## src/rtl/imm_ext_pkg.sv

```systemverilog
// Shared types for the immediate-extension stage.
// Mode codes match the 2-bit in_mode field.
package imm_ext_pkg;

  typedef enum logic [1:0] {
    MODE_SEXT   = 2'b00,
    MODE_ZEXT   = 2'b01,
    MODE_UPPER  = 2'b10,
    MODE_BRANCH = 2'b11
  } mode_e;

endpackage

```

## src/rtl/imm_ext_core.sv

```systemverilog
// Combinational immediate extender: sign, zero, upper and branch forms.
// Branch form is the sign-extended value shifted left by BR_SHIFT.
module imm_ext_core
  import imm_ext_pkg::*;
#(
  parameter int IN_W     = 16,
  parameter int OUT_W    = 32,
  parameter int BR_SHIFT = 2
) (
  input  logic [IN_W-1:0]  imm,
  input  mode_e            mode,
  output logic [OUT_W-1:0] ext
);

  logic [OUT_W-1:0] zext;
  logic [OUT_W-1:0] sext;

  assign zext = OUT_W'(imm);
  assign sext = zext | ({OUT_W{imm[IN_W-1]}} << IN_W);

  always_comb begin
    ext = zext;
    unique case (mode)
      MODE_SEXT:   ext = sext;
      MODE_ZEXT:   ext = zext;
      MODE_UPPER:  ext = zext << (OUT_W - IN_W);
      MODE_BRANCH: ext = sext << BR_SHIFT;
    endcase
  end

endmodule

```

## src/rtl/imm_extend_stage.sv

```systemverilog
// Registered immediate-extension stage with a 2-entry skid buffer.
// in_ready is the inverted skid-valid flop, so it never depends on out_ready.
module imm_extend_stage
  import imm_ext_pkg::*;
#(
  parameter int IN_W     = 16,
  parameter int OUT_W    = 32,
  parameter int BR_SHIFT = 2,
  parameter int TAG_W    = 5
) (
  input  logic             clk,
  input  logic             reset,
  input  logic             flush,
  input  logic             in_valid,
  output logic             in_ready,
  input  logic [IN_W-1:0]  in_imm,
  input  logic [1:0]       in_mode,
  input  logic [TAG_W-1:0] in_tag,
  output logic             out_valid,
  input  logic             out_ready,
  output logic [OUT_W-1:0] out_imm,
  output logic [TAG_W-1:0] out_tag,
  output logic             out_neg
);

  logic [OUT_W-1:0] ext;
  logic             sk_v;
  logic [OUT_W-1:0] sk_imm;
  logic [TAG_W-1:0] sk_tag;
  logic             in_fire;
  logic             drain;

  imm_ext_core #(
    .IN_W    (IN_W),
    .OUT_W   (OUT_W),
    .BR_SHIFT(BR_SHIFT)
  ) u_core (
    .imm (in_imm),
    .mode(mode_e'(in_mode)),
    .ext (ext)
  );

  assign in_ready = !sk_v;
  assign in_fire  = in_valid && in_ready;
  assign drain    = !out_valid || out_ready;
  assign out_neg  = out_imm[OUT_W-1];

  always_ff @(posedge clk or posedge reset) begin
    if (reset) begin
      out_valid <= 1'b0;
      out_imm   <= '0;
      out_tag   <= '0;
      sk_v      <= 1'b0;
      sk_imm    <= '0;
      sk_tag    <= '0;
    end else if (flush) begin
      out_valid <= 1'b0;
      sk_v      <= 1'b0;
    end else if (drain) begin
      if (sk_v) begin
        out_valid <= 1'b1;
        out_imm   <= sk_imm;
        out_tag   <= sk_tag;
        sk_v      <= 1'b0;
      end else begin
        out_valid <= in_fire;
        if (in_fire) begin
          out_imm <= ext;
          out_tag <= in_tag;
        end
      end
    end else if (in_fire) begin
      // Output is stalled: park the new entry behind it.
      sk_v   <= 1'b1;
      sk_imm <= ext;
      sk_tag <= in_tag;
    end
  end

endmodule

```

## config.mk

```make
export PLATFORM = sky130hd
export DESIGN_NAME = imm_extend_stage
export DESIGN_NICKNAME = d
export VERILOG_FILES = /design/src/rtl/imm_ext_pkg.sv /design/src/rtl/imm_ext_core.sv /design/src/rtl/imm_extend_stage.sv
export SDC_FILE = /design/constraint.sdc
export NUM_CORES = 1
export LEC_CHECK = 0
export CAP_MARGIN = 20
export CELL_PAD_IN_SITES_DETAIL_PLACEMENT = 2
export CELL_PAD_IN_SITES_GLOBAL_PLACEMENT = 2
export CORE_ASPECT_RATIO = 1.1
export CORE_MARGIN = 3
export CORE_UTILIZATION = 34
export DETAILED_ROUTE_END_ITERATION = 16
export PLACE_DENSITY_LB_ADDON = 0.05
export RECOVER_POWER = 100
export SETUP_SLACK_MARGIN = 0.1
export SLEW_MARGIN = 40
export SYNTH_ARGS = -nofsm -noshare
export SYNTH_HDL_FRONTEND = slang
export SYNTH_SLANG_ARGS = --single-unit
export TNS_END_PERCENT = 5
```

## constraint.sdc

```tcl
create_clock -name clk -period 3.6 [get_ports clk]
set_clock_uncertainty 0.15 [all_clocks]
set_input_delay 0.72 -clock clk [delete_from_list [all_inputs] [get_ports clk]]
set_output_delay 0.72 -clock clk [all_outputs]
set_load 0.02 [all_outputs]
```

==> results.json, run 1 <==
{
  "syn_area_sq_um": 3950,
  "worstHoldStart": "out_imm[19]$_DFFE_PP0P_",
  "worstSetupPathType": "input pin to register",
  "worstHoldEndpoint": "out_imm[19]$_DFFE_PP0P_",
  "power_density_nw_per_um2": 521,
  "vias_per_cell": 5.62,
  "num_antenna_cells": 0,
  "dp_hpwl_microns": 7710,
  "drive_gt1_share_pct": 15.0,
  "yosys_warnings": 0,
  "dieHeight_microns": 119,
  "period_share_pct": 84.8,
  "ys.flop_type": "dfrtp_1",
  "clk_pin_slew_ns": 0.06,
  "cts_setup_buffers": 0,
  "setup_slack_ns": 0.548,
  "grt_use_met2_pct": 31.2,
  "start_util_pct": 35.4,
  "clock_latency_ns": 0.33,
  "ys_async_sr_fraction_pct": 100,
  "required_ns": 3.66,
  "use_met1_pct": 27.5,
  "drc": 0,
  "first_global_vias": 3370,
  "syn2layout_area_growth_pct": 25.0,
  "drtIter0Drc": 103,
  "finalNetCount": 436,
  "numPlacedInstances": 544,
  "gp_congestion": 0.704,
  "post_cts_resized": 0,
  "setup_tns_ns": 0,
  "die_w_microns": 109,
  "finalWirelength_microns": 12000,
  "max_freq_mhz": 328,
  "slowest_delay_ns": 0.63,
  "endpoint_kind": "register",
  "yosysTopAreaCell": "dfrtp_1",
  "wl_per_cell_microns": 21.4,
  "grt_pass1_wl_microns": 19400,
  "worstPathCellList": "dlygate4sd3_1, nor2b_4, nand3_1, clkbuf_2, mux2_1",
  "r2r_start": "sk_v$_DFFE_PP0P_",
  "yosysTopAreaCellShare_pct": 48.1,
  "cts_hold_buf": 0,
  "arrival_ns": 3.11,
  "coreArea_sq_um": 11200,
  "met3_usage_pct": 2.71,
  "synth_fp_nets": 384,
  "num_vias": 3149,
  "critPathSlowestCell": "clkbuf_2",
  "ys_seq_area_share_pct": 48.1,
  "worstPathMaxFanout": 37,
  "whs_path_depth": 1,
  "fin_util_pct": 44.3,
  "hold_viol": 0,
  "synthTopCellsByArea": "dfrtp_1, mux2_2, a22o_1",
  "setup_viol": 0,
  "rrSetupSlack_ns": 0.96,
  "final_cell_count_no_fill": 560,
  "cts_root_buf": "clkbuf_16",
  "synth_cell_types": 32,
  "grt_start_max_net_pins": 77,
  "worstReg2RegEnd": "out_imm[21]$_DFFE_PP0P_",
  "hp-class": "register to register",
  "htreeDepth": 3,
  "antenna_found_initial": 0,
  "cts_buffers": 9,
  "ys_seq_elements": 76,
  "syn-mean-instance-area_sq_um": 11.1,
  "rsz0062_at_grt": "false",
  "clock_path_buffers": 2,
  "port_buffers": 67,
  "grt_overflow": 0,
  "synth_cells": 356,
  "first_pass_iters": 4,
  "leakagePower_nw": 2.19,
  "startpoint_type": "input pin",
  "worstMarginPinSlew_ns": 1.25,
  "clkSinkCount": 76,
  "grt_usage_pct": 19.6,
  "slew_violations": 0,
  "fp-row-count": 40,
  "final_antenna_net_count": 0,
  "status": "complete, no violations",
  "grt_busiest_layer": "met2",
  "drv_cap": 0,
  "synth-edff-count": 0,
  "cts_tree": "done",
  "dp_slack_ns": 0.588,
  "max_slew_margin_pct": 16.8,
  "io_pins": 68,
  "period_needed_ns": 3.05,
  "die_area_sq_um": 13000,
  "peakVddDrop_v": 0.000199,
  "reg2regPathDepth": 5
}
sequential cells by signal (all words and copies together), names as in the netlist:
name       count
out_imm       32
out_valid      1
sk_v           1
sk_imm        32
out_tag        5
sk_tag         5
Yosys cell counts, drive strengths merged, types with 13 or more instances:
master and n:
nor2b 19, clkbuf 13, dfrtp 76, buf 24
nor3 16, o31ai 14, mux2i 23, o21bai 15
o21ai 45, nor2 16, mux2 36, a22o 28
a221oi 13
how the worst max path moves through the flow:
stage                           startpoint                      to  cells past startpoint
after floorplan                      reset  out_imm[0]$_DFFE_PP0P_                      1
after CTS                 sk_v$_DFFE_PP0P_                in_ready                      2
after global routing             out_ready  sk_imm[22]$_DFFE_PP0P_                      5
after global placement          in_mode[1]  sk_imm[28]$_DFFE_PP0P_                      5
final                            out_ready  sk_imm[22]$_DFFE_PP0P_                      5
after detailed placement        in_mode[1]  sk_imm[28]$_DFFE_PP0P_                      5
through the flow:
step | hold WS [ns] | power, mW | instance area, sq um
after floorplan | 0.315 | 1.48 | 3950
after global placement | 0.330 | 1.73 | 4670
after detailed placement | 0.345 | 1.76 | 4670
after CTS | 0.358 | 2.64 | 4950
after global routing | 0.375 | 2.71 | 4940
final | 0.350 | 2.57 | 4940
cells by family (layout without fill, tap and decap cells):
kind of cell,Yosys count,in the layout,share of synthesized area [%]
AO/OA/AOI/OAI,120,120,21.2
flip-flops,76,76,48.1
AND/OR/NAND/NOR,60,60,8.23
multiplexers,59,59,16.1
buffers and inverters,41,98,6.39
placed cells by master, fill, tap and decap left out, types with 9 or more instances in the layout:
cell type,n
nor2_1,16
buf_4,9
dlygate4sd3_1,42
o21ai_0,45
clkbuf_16,9
clkdlybuf4s50_1,25
dfrtp_1,76
mux2i_1,23
nor2b_1,18
a221oi_1,13
o31ai_1,14
a22o_1,28
o21bai_1,15
nor3_1,16
mux2_2,35
area by class of cell:
| type | count | area, sq um |
|---|---|---|
| Fill cell | 1167 | 6220 |
| Clock buffer | 15 | 278 |
| Multi-Input combinational cell | 239 | 1790 |
| Inverter | 4 | 15.0 |
| Tap cell | 147 | 184 |
| Timing Repair Buffer | 78 | 763 |
| Clock inverter | 1 | 5.00 |
| Sequential cell | 76 | 1900 |
routing by layer:
metal	part of all wire, %	vias to the layer above
met1	47	1652
li1	-	1424
met5	0	-
met4	1.4	0
met2	48	62
met3	3.3	11
critical path, delay by kind of cell:
kind	cells	cell delay (ns)
and+or+nand+nor	2	0.59
muxes	1	0.55
buffers and inverters	2	1.22
report_power, final:
part / internal [mW] / switching, mW
combinational: 0.285 / 0.305
clock: 0.524 / 0.349
sequential: 1.03 / 0.0860
total: 1.83 / 0.740
Note: power is estimated with default switching activity, not from simulation.
==> inputs of run 2 (changes only) <==
Clock period 3.6 ns to 3 ns, I/O delays scaled along.
==> results.json, run 2 (synthesis gave the netlist of run 1 again) <==
{
  "grt_start_max_net_pins": 77,
  "wl_per_cell_microns": 21.9,
  "peakVddDrop_v": 0.000230,
  "seqCellArea_sq_um": 1900,
  "num_vias": 3129,
  "drtIter0Drc": 68,
  "die_w_microns": 109,
  "mostFrequentLayoutCells": "dfrtp_1, o21ai_0, dlygate4sd3_1, mux2_2, a22o_1",
  "fin_hold_ws_ns": 0.352,
  "period_share_pct": 82.0,
  "worstMarginPinSlew_ns": 0.961,
  "fin_area_sq_um": 5040,
  "grt_usage_pct": 20.2,
  "max_freq_mhz": 407,
  "period_needed_ns": 2.46,
  "syn2layout_area_growth_pct": 27.5,
  "first_global_vias": 3457,
  "numPlacedInstances": 545,
  "startpoint_type": "register",
  "fillCellCount": 1148,
  "htreeDepth": 3,
  "drv_cap": 0,
  "start_util_pct": 35.4,
  "fp-row-count": 40,
  "multi_input_area_sq_um": 1800,
  "arrival_ns": 2.54,
  "gp_congestion": 0.743,
  "die_area_sq_um": 13000,
  "place_area_sq_um": 4700,
  "finalWirelength_microns": 12300,
  "first_pass_iters": 4,
  "rsz0062_at_grt": "false",
  "io_pins": 68,
  "dp_hpwl_microns": 7650,
  "clk_pin_slew_ns": 0.06,
  "slew_violations": 0,
  "power_density_nw_per_um2": 664,
  "leakagePower_nw": 2.23,
  "worstSetupPathType": "register to register",
  "grt_pass1_wl_microns": 20100,
  "finalNetCount": 437,
  "final_cell_count_no_fill": 561,
  "final_common_cell": "dfrtp_1",
  "clock_path_buffers": 2,
  "worstPathMaxFanout": 39,
  "post_cts_resized": 0,
  "cts_setup_buffers": 0,
  "cts_tree": "done",
  "final_antenna_net_count": 0,
  "grt_overflow": 0,
  "clkSinkCount": 76,
  "top_regs": "out_imm (32), sk_imm (32)",
  "clock_latency_ns": 0.34,
  "drive_gt1_share_pct": 15.9,
  "endpoint_kind": "register",
  "required_ns": 3.08,
  "setup_tns_ns": 0,
  "drc": 0,
  "num_antenna_cells": 0,
  "antenna_found_initial": 0,
  "port_buffers": 67,
  "setup_viol": 0,
  "hp-class": "register to register",
  "status": "complete, no violations",
  "hold_viol": 0,
  "coreArea_sq_um": 11200,
  "cts_buffers": 9,
  "vias_per_cell": 5.58,
  "dieHeight_microns": 119,
  "max_slew_margin_pct": 35.9,
  "cts_root_buf": "clkbuf_16",
  "cts_hold_buf": 0
}
==> run 2: cell count changes in the layout (fill, tap and decap cells not counted), sizes merged <==
cell and change:
buf -1, bufinv +3, clkbuf -1
==> run 2: final timing paths <==
kind,startpoint,endpoint,slack (ns),depth (start not counted)
max in group asynchronous,reset,sk_imm[13]$_DFFE_PP0P_,1.67,3
setup / recovery,sk_v$_DFFE_PP0P_,out_imm[12]$_DFFE_PP0P_,0.54,5
min in group asynchronous,reset,sk_tag[0]$_DFFE_PP0P_,0.67,3
setup reg to reg,sk_v$_DFFE_PP0P_,out_imm[12]$_DFFE_PP0P_,0.54,5
hold reg to reg,out_imm[20]$_DFFE_PP0P_,out_imm[20]$_DFFE_PP0P_,0.35,1
hold / removal,out_imm[20]$_DFFE_PP0P_,out_imm[20]$_DFFE_PP0P_,0.35,1
==> run 2: area by class of cell <==
cell class	count	area share, %
Inverter	4	0.298
Tap cell	147	3.65
Timing Repair Buffer	79	15.7
Clock inverter	4	1.89
Sequential cell	76	37.7
Multi-Input combinational cell	239	35.7
Clock buffer	12	5.09
==> run 2: metal layers <==
metal	global-route usage, %	vias to the layer above	wire [microns]
met3	3.25	9	310
met1	28.5	1645	5990
met2	31.6	52	5850
met4	6.63	0	161
met5	0	-	0
li1	-	1423	-
==> run 2: where the power goes <==
group	leakage, nW	total [mW]	internal [mW]	switching, mW
sequential	0.967	1.34	1.23	0.109
clock	0.173	1.29	0.858	0.437
combinational	1.09	0.714	0.345	0.370
total	2.23	3.35	2.43	0.915
==> run 2: metrics by stage <==
stage / total power, mW / worst slack, ns / util (%)
after global routing: 3.51 / 0.363 / 45.2
after CTS: 3.43 / 0.671 / 45.3
after detailed placement: 2.11 / 0.310 / 42.1
after floorplan: 1.78 / 0.312 / -
final: 3.35 / 0.540 / 45.2
after global placement: 2.08 / 0.414 / 42.1
==> run 2: critical path, stage by stage (launching register included) <==
cell and delay (ns):
dfrtp_1 0.36, clkbuf_2 0.74, o21bai_1 0.25, or2_0 0.32, buf_12 0.20, o31ai_1 0.30
==> inputs of run 3 (changes only) <==
Settings changed: CORE_UTILIZATION 34 to 31.
Clock period 3 ns to 2 ns, I/O delays scaled along.
==> results.json, run 3 (synthesis gave the netlist of run 1 again) <==
{
  "drc": 0,
  "clk_pin_slew_ns": 0.06,
  "max_slew_margin_pct": 27.0,
  "coreArea_sq_um": 12200,
  "grt_start_max_net_pins": 77,
  "drive_gt1_share_pct": 18.5,
  "cts_root_buf": "clkbuf_16",
  "clkSinkCount": 76,
  "fin_hold_ws_ns": 0.351,
  "cts_setup_buffers": 0,
  "required_ns": 1.45,
  "status": "complete, no violations",
  "numPlacedInstances": 571,
  "top_regs": "out_imm (32), sk_imm (32)",
  "cts_tree": "done",
  "place_area_sq_um": 4920,
  "max_freq_mhz": 520,
  "arrival_ns": 1.37,
  "setup_slack_ns": 0.0753,
  "fin_util_pct": 41.9,
  "leakagePower_nw": 2.26,
  "grt_usage_pct": 18.6,
  "finalWirelength_microns": 12600,
  "clock_latency_ns": 0.34,
  "num_vias": 3237,
  "dp_slack_ns": -0.191,
  "gp_congestion": 0.695,
  "multi_input_area_sq_um": 1790,
  "power_density_nw_per_um2": 905,
  "antenna_found_initial": 0,
  "period_share_pct": 96.2,
  "critPathTopFamily": "buffers and inverters",
  "die_area_sq_um": 14100,
  "seqCellArea_sq_um": 1900,
  "startpoint_type": "register",
  "dp_hpwl_microns": 8560,
  "switchingPower_mw": 1.36,
  "power.share.sequential_pct": 43.3,
  "rsz0062_at_grt": "true",
  "cts_hold_buf": 0,
  "peakVddDrop_v": 0.000525,
  "grt_pass1_wl_microns": 20300,
  "slew_violations": 0,
  "fin_area_sq_um": 5130,
  "path_buf_inv": 1,
  "period_needed_ns": 1.92,
  "finalNetCount": 456,
  "switching_share_pct": 29.4,
  "setup_tns_ns": 0,
  "port_buffers": 67,
  "hold_viol": 0,
  "htreeDepth": 3,
  "design_power_total_mw": 4.64,
  "start_util_pct": 32.3,
  "final_antenna_net_count": 0,
  "num_antenna_cells": 0,
  "cts_buffers": 9,
  "intPower_mw": 3.27,
  "drtIter0Drc": 115,
  "setup_viol": 0,
  "dieHeight_microns": 124,
  "wl_per_cell_microns": 21.4,
  "rrSetupSlack_ns": 0.22,
  "final_cell_count_no_fill": 587,
  "syn2layout_area_growth_pct": 29.7,
  "critPathSlowestCell": "dlygate4sd3_1",
  "first_global_vias": 3573,
  "post_cts_resized": 1,
  "drv_cap": 0,
  "hp-class": "register to register",
  "mostFrequentLayoutCells": "dfrtp_1, o21ai_0, mux2_2, clkdlybuf4s50_1, dlygate4sd3_1",
  "vias_per_cell": 5.51,
  "worstPathMaxFanout": 2,
  "final_common_cell": "dfrtp_1",
  "first_pass_iters": 4,
  "combPwrFrac_pct": 24.0,
  "fillCellCount": 1325,
  "worstSetupPathType": "register to output pin",
  "worstPathCellList": "dlygate4sd3_1",
  "endpoint_kind": "output pin",
  "grt_overflow": 0,
  "io_pins": 68,
  "fp-row-count": 42,
  "worstMarginPinSlew_ns": 1.10,
  "clock_path_buffers": 2,
  "clock_power_share_pct": 32.7,
  "die_w_microns": 114,
  "slowest_delay_ns": 0.65
}
-- run 3: changes by cell type in the layout (fill, tap and decap cells not counted), moves of 3 or more --
cell / change
buf_4: +13
dlygate4sd3_1: -12
clkdlybuf4s50_1: +10
clkbuf_1: +5
buf_12: +3
bufinv_16: -3
-- run 3: area by class of cell --
class	instances	share of cell area [%]
inverter	4	0.366
clock inverter	2	0.195
tap	154	3.76
timing repair buffer	98	18.6
multi-input combinational	239	35.0
sequential	76	37.1
clock buffer	14	4.95
-- run 3: power groups by stage --
stage / logic, mW / clock network (mW) / registers [mW]
6_report: 1.11 / 1.52 / 2.01
2_1_floorplan: 0.517 / 0 / 2.15
3_5_place_dp: 1.18 / 0 / 2.04
4_1_cts: 1.19 / 1.56 / 2.02
3_3_place_gp: 1.15 / 0 / 2.02
5_1_grt: 1.21 / 1.65 / 2.05
-- run 3: path summary, 6_finish.rpt --
| path | start | to | cells after the start |
|---|---|---|---|
| setup / recovery | out_imm[2]$_DFFE_PP0P_ | out_imm[2] | 1 |
| hold / removal | out_imm[26]$_DFFE_PP0P_ | out_imm[26]$_DFFE_PP0P_ | 1 |
| hold reg to reg | out_imm[26]$_DFFE_PP0P_ | out_imm[26]$_DFFE_PP0P_ | 1 |
| min in group asynchronous | reset | out_tag[3]$_DFFE_PP0P_ | 3 |
| max in group asynchronous | reset | out_imm[10]$_DFFE_PP0P_ | 3 |
| setup reg to reg | out_valid$_DFFE_PP0N_ | sk_imm[28]$_DFFE_PP0P_ | 4 |
-- run 3: per-layer routing --
metal / up-vias / global-route usage [%] / routed length (microns)
li1: 1466 / - / -
met1: 1694 / 25.1 / 5710
met2: 60 / 30.0 / 6290
met3: 17 / 3.11 / 355
met4: 0 / 6.51 / 224
met5: - / 0 / 0
